`src/rtl/nor_bank.sv`:
```
// -----------------------------------------------------------------------------
// nor_bank
//
// A bank of CHANNELS independent NOR gates. Each gate has INPUTS inputs, and
// each input has its own enable. Every gate output passes through three stages
// before it reaches y:
//   1. A persistence filter. A changed NOR value must hold for FILTER extra
//      sampling edges before it is accepted.
//   2. A pipeline of DELAY-1 extra register stages.
//   3. Change detection. chg pulses for one cycle when y takes a new value.
// A candidate change that collapses before acceptance is a "glitch". Each one
// produces a one-cycle pulse on glitch and bumps a per-channel 8-bit
// saturating counter.
//
// Parameters
//   CHANNELS  number of independent gates (1..32)
//   INPUTS    inputs per gate (1..16)
//   DELAY     register stages after the filter (1..16), 1 means y is the
//             filter state itself
//   FILTER    extra consecutive edges a change must persist (0..255)
//   IV        reset / initial value of each gate output
//
// Ports
//   clk         single clock, rising edge
//   rst_n       asynchronous active-low reset (deassertion synchronised
//               outside this block)
//   in          gate inputs, channel c at [c*INPUTS +: INPUTS]
//   en          per-input enable, same layout; a disabled input reads as 0
//   clr_cnt     synchronous clear of every glitch counter
//   y           delayed, filtered NOR results
//   chg         one-cycle pulse in the cycle y[c] shows a new value
//   glitch      one-cycle pulse when a candidate change on channel c dies
//   glitch_cnt  saturating rejected-change counts, channel c at [c*8 +: 8]
// -----------------------------------------------------------------------------
module nor_bank #(
    parameter int                  CHANNELS = 4,
    parameter int                  INPUTS   = 3,
    parameter int                  DELAY    = 1,
    parameter int                  FILTER   = 0,
    parameter logic [CHANNELS-1:0] IV       = '0
) (
    input  logic                       clk,
    input  logic                       rst_n,
    input  logic [CHANNELS*INPUTS-1:0] in,
    input  logic [CHANNELS*INPUTS-1:0] en,
    input  logic                       clr_cnt,
    output logic [CHANNELS-1:0]        y,
    output logic [CHANNELS-1:0]        chg,
    output logic [CHANNELS-1:0]        glitch,
    output logic [CHANNELS*8-1:0]      glitch_cnt
);

    // Stability counter width: wide enough to hold FILTER, never narrower
    // than one bit.
    localparam int            SW      = (FILTER > 0) ? $clog2(FILTER + 1) : 1;
    localparam logic [SW-1:0] S_LIMIT = SW'(FILTER);
    localparam logic [7:0]    CNT_MAX = 8'hFF;

    // -------------------------------------------------------------------------
    // Parameter legality. An out-of-range value stops elaboration rather than
    // building a silently wrong bank.
    // -------------------------------------------------------------------------
    if (DELAY < 1 || DELAY > 16) begin : g_bad_delay
        $error("nor_bank: DELAY must be in 1..16");
    end
    if (FILTER < 0 || FILTER > 255) begin : g_bad_filter
        $error("nor_bank: FILTER must be in 0..255");
    end
    if (CHANNELS < 1 || CHANNELS > 32) begin : g_bad_channels
        $error("nor_bank: CHANNELS must be in 1..32");
    end
    if (INPUTS < 1 || INPUTS > 16) begin : g_bad_inputs
        $error("nor_bank: INPUTS must be in 1..16");
    end

    // -------------------------------------------------------------------------
    // One fully independent slice per channel.
    // -------------------------------------------------------------------------
    for (genvar c = 0; c < CHANNELS; c++) begin : g_ch

        logic             raw;      // unfiltered NOR of the enabled inputs
        logic             st_d;     // next filter state
        logic [SW-1:0]    s_q;      // consecutive edges raw has differed
        logic [SW-1:0]    s_d;
        logic             reject;   // a pending candidate dies on this edge
        logic [DELAY-1:0] stage_q;  // [0] = filter state, [DELAY-1] = y
        logic [DELAY-1:0] stage_d;
        logic             chg_q;
        logic             glitch_q;
        logic [7:0]       cnt_q;

        // Masking first, then NOR. A channel with every input disabled
        // therefore reads as 1.
        assign raw = ~|(in[c*INPUTS +: INPUTS] & en[c*INPUTS +: INPUTS]);

        // ---------------------------------------------------------------------
        // Persistence filter. The counter tracks how long raw has disagreed
        // with the accepted state. The change is taken on the edge where the
        // disagreement has already lasted FILTER edges. With FILTER = 0 that
        // is the first edge, so the filter reduces to a plain register of raw.
        // ---------------------------------------------------------------------
        always_comb begin
            // NOTE: every signal driven here gets a default before any branch,
            // so no path can leave one unassigned and infer a latch.
            st_d   = stage_q[0];
            s_d    = s_q;
            reject = 1'b0;
            if (raw == stage_q[0]) begin
                s_d    = '0;
                reject = (s_q != '0);
            end else if (s_q == S_LIMIT) begin
                st_d = raw;
                s_d  = '0;
            end else begin
                s_d = s_q + SW'(1);
            end
        end

        // ---------------------------------------------------------------------
        // Delay line. Stage 0 is the filter state. Every later stage copies
        // the stage before it.
        // ---------------------------------------------------------------------
        always_comb begin
            stage_d[0] = st_d;
            for (int i = 1; i < DELAY; i++) begin
                stage_d[i] = stage_q[i-1];
            end
        end

        // ---------------------------------------------------------------------
        // Filter state, delay line and output pulses.
        // chg compares the value the last stage is about to load with the
        // value it holds now. The registered pulse therefore lines up with
        // the first cycle y shows the new value. Shifting an equal value
        // through the delay line produces no pulse.
        // ---------------------------------------------------------------------
        // NOTE: state registers use non-blocking assignments, so every flop
        // samples pre-edge values no matter how the blocks are ordered.
        always_ff @(posedge clk or negedge rst_n) begin
            if (!rst_n) begin
                // NOTE: the delay line is ordinary flops and is reset with
                // everything else. Any change in flight is discarded instead
                // of surfacing on y after reset is released.
                stage_q  <= {DELAY{IV[c]}};
                s_q      <= '0;
                chg_q    <= 1'b0;
                glitch_q <= 1'b0;
            end else begin
                stage_q  <= stage_d;
                s_q      <= s_d;
                chg_q    <= stage_d[DELAY-1] ^ stage_q[DELAY-1];
                glitch_q <= reject;
            end
        end

        // ---------------------------------------------------------------------
        // Glitch counter. It saturates at 255. If a clear and an increment
        // land on the same edge, the clear wins. The glitch pulse above is
        // still issued in that case.
        // ---------------------------------------------------------------------
        always_ff @(posedge clk or negedge rst_n) begin
            if (!rst_n) begin
                cnt_q <= '0;
            end else if (clr_cnt) begin
                cnt_q <= '0;
            end else if (reject && cnt_q != CNT_MAX) begin
                cnt_q <= cnt_q + 8'd1;
            end
        end

        assign y[c]               = stage_q[DELAY-1];
        assign chg[c]             = chg_q;
        assign glitch[c]          = glitch_q;
        assign glitch_cnt[c*8 +: 8] = cnt_q;
    end

endmodule
```
`config.mk`:
```
export PLATFORM = sky130hd
export DESIGN_NAME = nor_bank
export DESIGN_NICKNAME = d
export VERILOG_FILES = /design/src/rtl/nor_bank.sv
export SDC_FILE = /design/constraint.sdc
export NUM_CORES = 1
export LEC_CHECK = 0
export ABC_CLOCK_PERIOD_IN_PS = 1300
export BUFFER_PORTS_ARGS = -buffer_cell sky130_fd_sc_hd__buf_2
export CORE_MARGIN = 2
export CORE_UTILIZATION = 47
export CTS_BUF_LIST = sky130_fd_sc_hd__clkbuf_2
export CTS_CLUSTER_DIAMETER = 50
export DETAILED_ROUTE_END_ITERATION = 8
export PLACE_DENSITY = 0.84
export SETUP_SLACK_MARGIN = 0.1
export SLEW_MARGIN = 30
export SYNTH_ARGS = -nofsm -noshare
export SYNTH_HDL_FRONTEND = slang
export SYNTH_SLANG_ARGS = --single-unit
```
`constraint.sdc`:
```
create_clock -name clk -period 1.3 [get_ports clk]
set_clock_uncertainty 0.2 [all_clocks]
set_input_delay 0.195 -clock clk [delete_from_list [all_inputs] [get_ports clk]]
set_output_delay 0.195 -clock clk [all_outputs]
set_load 0.05 [all_outputs]
```
==> metrics.md <==
| Metric | Value |
|---|---|
| Largest net degree at the start of global routing | between 40 and 50 |
| Routed wire per std cell | 14.51 µm |
| DRC errors left | 0 |
| Failing checks | negative setup slack |
| Final wirelength | ~3.4 mm |
| Warnings, synthesis | 0 |
| Worst Setup Slack, final | -113.9 ps |
| Number of DRC markers in iteration 0 | 63 |
| Vias in the first global route | between 1000 and 1500 |
| Antenna Nets Post-Route | 0 |
| # rows | 20 |
| H-tree depth | 2 |
| Final GP Congestion | around 0.59 |
| Commonest cells after routing, fill and taps aside | 44 x buf_6, 40 x dfrtp_1, 32 x nor2b_1, 26 x buf_2, 9 x buf_4 |
| # fillers | approximately 180 |
| Non-Filler Instances | 233 |
| Worst-path clk slew | 220 ps |
| PD cells | ~1200 mW/mm² |
| Die Area | ~0.0037 mm² |
| Area of the multi-input gates | between 400 and 500 µm² |
| Inst Count DP | 211 |
| Num CTS Buffers | 5 |
| Peak VDD IR | about 0.75 mV |
| Nets | between 200 and 250 |
| Hold Violations, Final | 0 |
| Area delta synth->final | 56.16% |
| Critical setup path kind | register to output pin |
| Metal3 WL | 181 µm |
| Syn Inst Count | 112 |
| Max Cap Viol | 0 |
| Fin area | ~0.0024 mm² |
| Power, Total | about 2.8 mW |
| Mux cell area share after synthesis | 0% |
| Top layer in use | met4 |
| GRT overflow | 0 |
| First-pass GRT wire length | ~4.7 mm |
| Leakage | around 1.2 nW |
| Setup TNS Final | -2836 ps |
| Final period util | 108.8% |
| Drt pass-1 iters | 6 |
| Crit start category | register |
| Synth cell types | 8 |
| Post-synthesis compound-gate area fraction | roughly 2.6% |
| Post-synthesis adder-cell area fraction | 6.617% |
| Share of the yosys chip area belonging to registers | approximately 66% |
| DR WL met2 | a little under 2 mm |
| CP Buf/Inv Count | 1 |
| Leading cell type in the layout, fill and taps excluded | buf_6 |
| Die X-Extent | between 60 and 70 µm |
| Status | complete, but fails checks |
| RSZ-0062 raised after global routing | yes |
| Final Max Slew Viols | 0 |
| Hold slack | about 70 ps |
| Initial antenna violation count | 0 |
| Register Area | around 0.0010 mm² |
| CORE AREA | ~0.0031 mm² |
| Least-Margin Pin Slew | 736.9 ps |
| CTS Sinks | 40 |
| Via density | between 4 and 5 |
| Number of synthesized register bits | 40 |
| Root Buffer | clkbuf_2 |
| CTS tree | built |
| Arrival time at the worst endpoint | around 1000 ps |
| Mean post-synth cell area | about 14 µm² |
| Max Clock Freq | about 0.7 GHz |
| Die H | approximately 61 µm |
| Worst hold path type | input port to register |
| Post-layout util | 77.38% |
| Boundary Pins | 71 |
| Total GRT Usage | 17.93% |
| Max clock buf depth | 2 |
| DP Worst Slack | -48.17 ps |
| Area post-placement | around 0.0018 mm² |
| Metal-1 WL | about 1.2 mm |
| Post-DP HPWL | 2.006 mm |
| Critical path peak fanout | 2 |
| Port Buffers | 66 |
| Slew HR | 50.87% |
| Post-synthesis simple-gate area fraction | about 15% |
| Largest family of logic cells by synthesized area | simple AND/OR/NAND/NOR gates |
| Final Setup Violations | 40 |
| Worst Path Required | ~900 ps |
| DR vias | slightly above 1000 |
| CP max stage cell | dfrtp_1 |
| Diode count | 0 |
| Crit-path leading delay family | flip-flops |
| CP endpoint kind | output pin |
| Share of cells above drive strength 1 | between 50 and 60% |
| Initial Utilization | a little under 50% |
| Worst path max stage delay | 460 ps |
| Synth Area in XOR/XNOR | 0% |
| CP Cell Sequence | buf_6 |
| Post-layout min period | 1414 ps |
| Worst skew pair latency | approximately 380 ps |
| Area of the mapped netlist | approximately 0.0015 mm² |
[synthesized netlist by cell type (all sizes together)]
| cell type | count | share of area [%] |
|---|---|---|
| a222oi | 4 | 2.6 |
| inv | 8 | 2.0 |
| nor2b | 32 | 13 |
| conb | 1 | 0.25 |
| buf | 15 | 7.4 |
| dfrtp | 40 | 66 |
| or2 | 4 | 1.7 |
| ha | 8 | 6.6 |
[cell type report]
class	instances	share of cell area [%]
well taps	44	2.331
inverters	8	1.483
repair buffers	81	30.61
flip-flops and latches	40	42.37
clock buffers	5	1.059
clock inverters	3	1.801
multi-input cells	52	20.34
[where the power goes]
part           switching, mW  total (mW)  internal [mW]
combinational          0.422       0.711          0.288
sequential            0.0395        1.35           1.31
clock                  0.402       0.724          0.321
total                  0.864        2.78           1.92
[logic make-up after synthesis]
logic type	after synthesis
other	1
AOI/OAI and AO/OA	4
buffers and inverters	23
and+or+nand+nor	36
adders and majority gates	8
DFF	40
[registers in the layout (all words and copies together) (netlist names)]
name,cells
g_ch.cnt_q,32
g_ch.chg_q,4
g_ch.stage_q,4
[repair_timing]
item | in CTS | in global routing
hold buffers | 1 | 0
resized for setup | 97 | 12
endpoints found under the setup margin | 44 | 46
setup buffers | 7 | 6
gates cloned | 0 | 0
hold endpoints to repair | 40 | 0
pin swaps | 1 | 5
[final timing paths]
| check | startpoint | endpoint | slack, ps | cells after the start |
|---|---|---|---|---|
| worst min register to register | g_ch[1].cnt_q[2] | g_ch[1].cnt_q[2] | 350 | 1 |
| worst min-delay path | clr_cnt | g_ch[3].cnt_q[5] | 70 | 2 |
| worst max register to register | g_ch[1].stage_q | g_ch[1].stage_q | 50 | 4 |
| min in group asynchronous | rst_n | g_ch[0].cnt_q[5] | 80 | 3 |
| max in group asynchronous | rst_n | g_ch[1].cnt_q[2] | 610 | 3 |
| worst max-delay path | g_ch[2].cnt_q[4] | glitch_cnt[20] | -110 | 1 |
[routing by layer]
metal,track usage (%),vias up
met5,0,-
met4,9.317,0
met3,4.264,4
met2,34.25,41
met1,17.66,503
li1,-,481
(Power assumes the default switching activity.)
